## src/rtl/seq_addsub.sv

```systemverilog
`default_nettype none
`timescale 1ns/1ps
//----------------------------------------------------------------------------
// Module   : seq_addsub
// Brief    : Multi-cycle adder/subtractor, CHUNK bits per clock, WIDTH/CHUNK
//            cycles per operation. Optional overflow flag: SEQ_ADDSUB_OVF_EN.
// Revision : 1.0 - initial release
//----------------------------------------------------------------------------
module seq_addsub #(
  parameter int WIDTH = 16,
  parameter int CHUNK = 4
) (
  input  logic             clk,
  input  logic             reset,
  input  logic             start,
  input  logic             sub,
  input  logic [WIDTH-1:0] A,
  input  logic [WIDTH-1:0] B,
  output logic [WIDTH-1:0] S,
  output logic             Co,
  output logic             V,
  output logic             busy,
  output logic             done
);

  // WIDTH must be a non-zero multiple of CHUNK.
  localparam int N     = WIDTH / CHUNK;
  localparam int IDX_W = (N > 1) ? $clog2(N) : 1;
  localparam logic [IDX_W-1:0] LAST_IDX = IDX_W'(N - 1);

  typedef enum logic [0:0] {
    IDLE = 1'b0,
    RUN  = 1'b1
  } state_t;

  state_t           state_q, state_d;
  logic [WIDTH-1:0] a_q, a_d;
  logic [WIDTH-1:0] b_q, b_d;
  logic [WIDTH-1:0] s_q, s_d;
  logic [IDX_W-1:0] idx_q, idx_d;
  logic             carry_q, carry_d;
  logic             co_q, co_d;
  logic             busy_q, busy_d;
  logic             done_q, done_d;
  logic [CHUNK:0]   chunk_sum;
  logic             last_chunk;

  always_comb begin
    chunk_sum = {1'b0, a_q[idx_q*CHUNK +: CHUNK]}
              + {1'b0, b_q[idx_q*CHUNK +: CHUNK]}
              + {{CHUNK{1'b0}}, carry_q};
    last_chunk = (state_q == RUN) && (idx_q == LAST_IDX);
  end

  always_comb begin
    state_d = state_q;
    a_d     = a_q;
    b_d     = b_q;
    s_d     = s_q;
    idx_d   = idx_q;
    carry_d = carry_q;
    co_d    = co_q;
    busy_d  = busy_q;
    done_d  = 1'b0;
    case (state_q)
      IDLE: begin
        if (start) begin
          // Subtraction is A + ~B + 1: invert B here, seed the carry with 1.
          a_d     = A;
          b_d     = B ^ {WIDTH{sub}};
          carry_d = sub;
          idx_d   = '0;
          busy_d  = 1'b1;
          state_d = RUN;
        end
      end
      RUN: begin
        s_d[idx_q*CHUNK +: CHUNK] = chunk_sum[CHUNK-1:0];
        carry_d = chunk_sum[CHUNK];
        idx_d   = idx_q + 1'b1;
        if (last_chunk) begin
          co_d    = chunk_sum[CHUNK];
          done_d  = 1'b1;
          busy_d  = 1'b0;
          idx_d   = '0;
          state_d = IDLE;
        end
      end
      default: state_d = IDLE;
    endcase
  end

  always_ff @(posedge clk or posedge reset) begin
    if (reset) begin
      state_q <= IDLE;
      a_q     <= '0;
      b_q     <= '0;
      s_q     <= '0;
      idx_q   <= '0;
      carry_q <= 1'b0;
      co_q    <= 1'b0;
      busy_q  <= 1'b0;
      done_q  <= 1'b0;
    end else begin
      state_q <= state_d;
      a_q     <= a_d;
      b_q     <= b_d;
      s_q     <= s_d;
      idx_q   <= idx_d;
      carry_q <= carry_d;
      co_q    <= co_d;
      busy_q  <= busy_d;
      done_q  <= done_d;
    end
  end

`ifdef SEQ_ADDSUB_OVF_EN
  logic v_q, v_d;

  // Sign of the final result is the top bit of the last chunk being written.
  always_comb begin
    v_d = v_q;
    if (last_chunk)
      v_d = (a_q[WIDTH-1] == b_q[WIDTH-1]) && (chunk_sum[CHUNK-1] != a_q[WIDTH-1]);
  end

  always_ff @(posedge clk or posedge reset) begin
    if (reset) v_q <= 1'b0;
    else       v_q <= v_d;
  end

  assign V = v_q;
`else
  assign V = 1'b0;
`endif

  assign S    = s_q;
  assign Co   = co_q;
  assign busy = busy_q;
  assign done = done_q;

endmodule
`default_nettype wire

```

## config.mk

```make
export PLATFORM = sky130hd
export DESIGN_NAME = seq_addsub
export DESIGN_NICKNAME = d
export VERILOG_FILES = /design/src/rtl/seq_addsub.sv
export SDC_FILE = /design/constraint.sdc
export NUM_CORES = 1
export LEC_CHECK = 0
export BUFFER_PORTS_ARGS = -buffer_cell sky130_fd_sc_hd__buf_2
export CAP_MARGIN = 30
export CORE_MARGIN = 4
export CORE_UTILIZATION = 35
export DETAILED_ROUTE_END_ITERATION = 16
export GPL_ROUTABILITY_DRIVEN = 1
export PLACE_DENSITY = 0.51
export REMOVE_ABC_BUFFERS = 1
export SYNTH_ARGS = -nofsm -noshare
export SYNTH_HDL_FRONTEND = slang
export SYNTH_SLANG_ARGS = --single-unit
```

## constraint.sdc

```tcl
create_clock -name clk -period 6.58 [get_ports clk]
set_input_delay 0.658 -clock clk [delete_from_list [all_inputs] [get_ports clk]]
set_output_delay 0.658 -clock clk [all_outputs]
set_load 0.1 [all_outputs]
```

==> summary.md <==
| Metric | Value |
|---|---|
| Max-cap violations | `0` |
| Count of warnings emitted by yosys | `0` |
| First-pass iteration count of the detailed router | `3` |
| Longest individual stage delay on the worst path | `0.83 ns` |
| Via count of the first global-routing pass | `1687` |
| Library cells used by synthesis | `31` |
| CP cell instances | `mux4_2 > fa_1 > fa_1 > xor2_1 > a22o_1` |
| Post-synthesis sequential area ratio | `0.526` |
| Post-route standard cell area excluding fillers | `3040 µm²` |
| Final weighted congestion of routability-driven global placement | `0.723` |
| Count of cells along the worst hold path | `2` |
| Antenna violations before repair | `0` |
| Endpoint of the worst register-to-register path | `S[10]$_DFFE_PP0P_` |
| Source-to-sink clock delay at the later pin of the worst-skew pair | `0.30 ns` |
| Clock sink count | `55` |
| Syn Area/Cell | `12.5 µm²` |
| Post-CTS Hold Fix Bufs | `0` |
| GR Overflow Total | `0` |
| Largest buffer count on any clock path | `2` |
| Core region area | `7250 µm²` |
| Number of gates given a new drive strength after cts | `0` |
| Path type of the worst setup path | `flip-flop to flip-flop` |
| Cells on worst reg2reg path | `5` |
| Post-synthesis cell area | `2620 µm²` |
| Routed vias | `1655` |
| Least-Margin Pin Slew | `0.938 ns` |
| Required time at the endpoint of the critical path | `6.83 ns` |
| Most common cell type on the critical path | `sky130_fd_sc_hd__fa_1` |
| Outcome | `complete, no violations` |
| Worst EP arrival | `3.16 ns` |
| Die boundary width | `94.5 µm` |
| Path class of the lowest-slack min-delay path | `flip-flop to flip-flop` |
| DRT antenna net count | `0` |
| Worst hold path startpoint | `S[7]$_DFFE_PP0P_` |
| Endpoint of the worst hold-timing path | `S[7]$_DFFE_PP0P_` |
| Root Driver | `sky130_fd_sc_hd__clkbuf_8` |
| Number of buffers added by the clock tree synthesis step | `5` |
| CTS tree | `yes` |
| Post-CTS Setup Bufs | `0` |
| Setup-failing EPs final | `0` |
| Number of levels in the clock H-tree | `2` |
| Overall global routing resource usage | `0.121` |
| Pin count of the biggest net entering global routing | `56` |
| Slew HR | `0.375` |
| Share of layout cells above drive strength 1 | `0.344` |
| Clock transition time at the flip-flop clock pins of the worst setup and hold paths | `0.09 ns` |
| Number of nets in the finished design | `305` |
| Remaining design rule violation count | `0` |
| Area growth from synthesis to final layout | `16.2%` |
| Register-to-Register Setup Slack | `3.67 ns` |
| Initial DRC Count | `63` |
| Area after DPL | `2950 µm²` |
| DIE AREA | `8930 µm²` |
| Commonest non-fill, non-tap cells in the layout | `55 x sky130_fd_sc_hd__dfrtp_1, 54 x sky130_fd_sc_hd__buf_2, 26 x sky130_fd_sc_hd__nand2_1` |
| Setup TNS | `0 ns` |
| Synth Instances | `210` |
| Most common cell after layout, fill and taps aside | `sky130_fd_sc_hd__dfrtp_1` |
| Worst Path Max Fanout | `18` |
| IO Pins | `56` |
| Setup repair after global routing missed its margin | `false` |
| Kind of end point of the critical path | `flip-flop` |
| Slowest stage cell, crit path | `sky130_fd_sc_hd__dfrtp_1` |
| Worst clock skew on the final layout | `0.00459 ns` |
| Total count of hold-check failures in the final report | `0` |
| Highest Clock Rate | `344 MHz` |
| Number of pins with negative max-slew slack in the final report | `0` |
| Number of flip-flops and latches in the synthesized netlist | `55` |
| Detailed Place HPWL | `3600 µm` |
| Time the final worst path needs with I/O delays and setup | `2.91 ns` |
| Chip height | `94.5 µm` |
| Port Buffer Count | `54` |
| Global-route wire length before repair | `8330 µm` |
| Mean number of vias per cell | `4.62` |
| Starting Density | `0.361` |
| Reg-to-Reg Start | `idx_q[0]$_DFFE_PP0P_` |
| Final wirelength | `4990 µm` |
| Wire length per cell after detailed routing | `13.9 µm` |
| Startpoint class of the critical path | `flip-flop` |
| Core Rows | `31` |
| Diode count | `0` |
| Period Utilization, post-route | `0.442` |
==> layer usage <==
layer,part of all wire,vias to the layer above,GRT usage,wire (µm)
li1,-,840,-,-
met2,0.41,44,0.165,2050
met1,0.52,764,0.183,2610
met3,0.048,7,0.0303,241
met4,0.016,0,0.0469,82
met5,0,-,0,0
==> cell families (layout without fill, tap and decap cells) <==
| group | Yosys count | in the layout | share of synthesized area |
|---|---|---|---|
| xor+xnor | 17 | 17 | 0.0569 |
| other cells | 1 | 1 | 0.00143 |
| fa+ha+maj | 10 | 10 | 0.0535 |
| mux | 24 | 24 | 0.138 |
| flops | 55 | 55 | 0.526 |
| simple gates | 43 | 43 | 0.0856 |
| buf+inv | 18 | 67 | 0.0335 |
| compound gates | 42 | 42 | 0.106 |
==> cell usage after synthesis <==
| cell | number | share of area |
|---|---|---|
| sky130_fd_sc_hd__nand2_1 | 26 | 0.037 |
| sky130_fd_sc_hd__clkbuf_1 | 4 | 0.0057 |
| sky130_fd_sc_hd__buf_4 | 1 | 0.0029 |
| sky130_fd_sc_hd__conb_1 | 1 | 0.0014 |
| sky130_fd_sc_hd__ha_1 | 8 | 0.038 |
| sky130_fd_sc_hd__nor4b_1 | 2 | 0.0067 |
| sky130_fd_sc_hd__nor2b_1 | 1 | 0.0024 |
| sky130_fd_sc_hd__nand3_1 | 2 | 0.0038 |
| sky130_fd_sc_hd__nand2b_1 | 3 | 0.0072 |
| sky130_fd_sc_hd__a211oi_1 | 1 | 0.0029 |
| sky130_fd_sc_hd__xnor2_1 | 16 | 0.054 |
| sky130_fd_sc_hd__buf_2 | 7 | 0.013 |
| sky130_fd_sc_hd__dfrtp_1 | 55 | 0.53 |
| sky130_fd_sc_hd__a21oi_1 | 4 | 0.0076 |
| sky130_fd_sc_hd__inv_1 | 5 | 0.0072 |
| sky130_fd_sc_hd__o22ai_1 | 1 | 0.0024 |
| sky130_fd_sc_hd__fa_1 | 2 | 0.015 |
| sky130_fd_sc_hd__or4b_1 | 2 | 0.0076 |
| sky130_fd_sc_hd__o21ai_0 | 17 | 0.033 |
| sky130_fd_sc_hd__mux2_2 | 16 | 0.069 |
| sky130_fd_sc_hd__nand2_2 | 1 | 0.0024 |
| sky130_fd_sc_hd__a21o_1 | 1 | 0.0029 |
| sky130_fd_sc_hd__nand3b_1 | 2 | 0.0057 |
| sky130_fd_sc_hd__buf_6 | 1 | 0.0043 |
| sky130_fd_sc_hd__xor2_1 | 1 | 0.0033 |
| sky130_fd_sc_hd__mux4_2 | 8 | 0.069 |
| sky130_fd_sc_hd__and3b_1 | 3 | 0.010 |
| sky130_fd_sc_hd__o31ai_1 | 5 | 0.014 |
| sky130_fd_sc_hd__a22o_1 | 12 | 0.040 |
| sky130_fd_sc_hd__a21boi_0 | 1 | 0.0029 |
| sky130_fd_sc_hd__and3_1 | 1 | 0.0024 |
==> state kept, by name (all words and copies together), names as in the netlist <==
name     cells
state_q      1
carry_q      1
b_q         16
Co           1
done         1
busy         1
a_q         16
idx_q        2
S           16
==> final cells by class <==
type / instances / area, µm²
clock inverter: 1 / 5.00
timing repair buffer: 55 / 278
multi-input combinational: 137 / 1160
inverter: 5 / 18.8
tap: 99 / 124
sequential: 55 / 1380
clock buffer: 6 / 82.6
fill: 720 / 4210
==> how the worst max path moves through the flow <==
| stage | slack (ns) | to | depth (start not counted) | start |
|---|---|---|---|---|
| 2_1_floorplan | 3.96 | carry_q$_DFFE_PP0P_ | 6 | idx_q[0]$_DFFE_PP0P_ |
| 3_3_place_gp | 3.67 | S[2]$_DFFE_PP0P_ | 5 | idx_q[0]$_DFFE_PP0P_ |
| 3_5_place_dp | 3.60 | S[10]$_DFFE_PP0P_ | 5 | idx_q[0]$_DFFE_PP0P_ |
| 4_1_cts | 3.59 | S[14]$_DFFE_PP0P_ | 5 | idx_q[0]$_DFFE_PP0P_ |
| 5_1_grt | 3.46 | S[14]$_DFFE_PP0P_ | 5 | idx_q[0]$_DFFE_PP0P_ |
| 6_report | 3.67 | S[10]$_DFFE_PP0P_ | 5 | idx_q[0]$_DFFE_PP0P_ |
==> critical path, delay by kind of cell, from the launching register on <==
kind / cells / cell delay, ns
adders and majority gates: 2 / 0.85
AOI/OAI and AO/OA: 1 / 0.19
xor gates and xnor gates: 1 / 0.36
DFF: 1 / 0.83
muxes: 1 / 0.61
==> through the flow <==
step | hold slack (ns) | util | cells | setup slack [ns]
3_5_place_dp | 0.462 | 0.407 | 351 | 3.60
5_1_grt | 0.510 | 0.419 | 358 | 3.46
3_3_place_gp | 0.459 | 0.407 | 351 | 3.67
6_report | 0.478 | 0.419 | 358 | 3.67
4_1_cts | 0.483 | 0.419 | 358 | 3.59
2_1_floorplan | 0.445 | - | 197 | 3.96
Power is left out: the tool's default activity adds up to more than one toggle a clock period on the data nets, which glitch-free logic cannot reach.
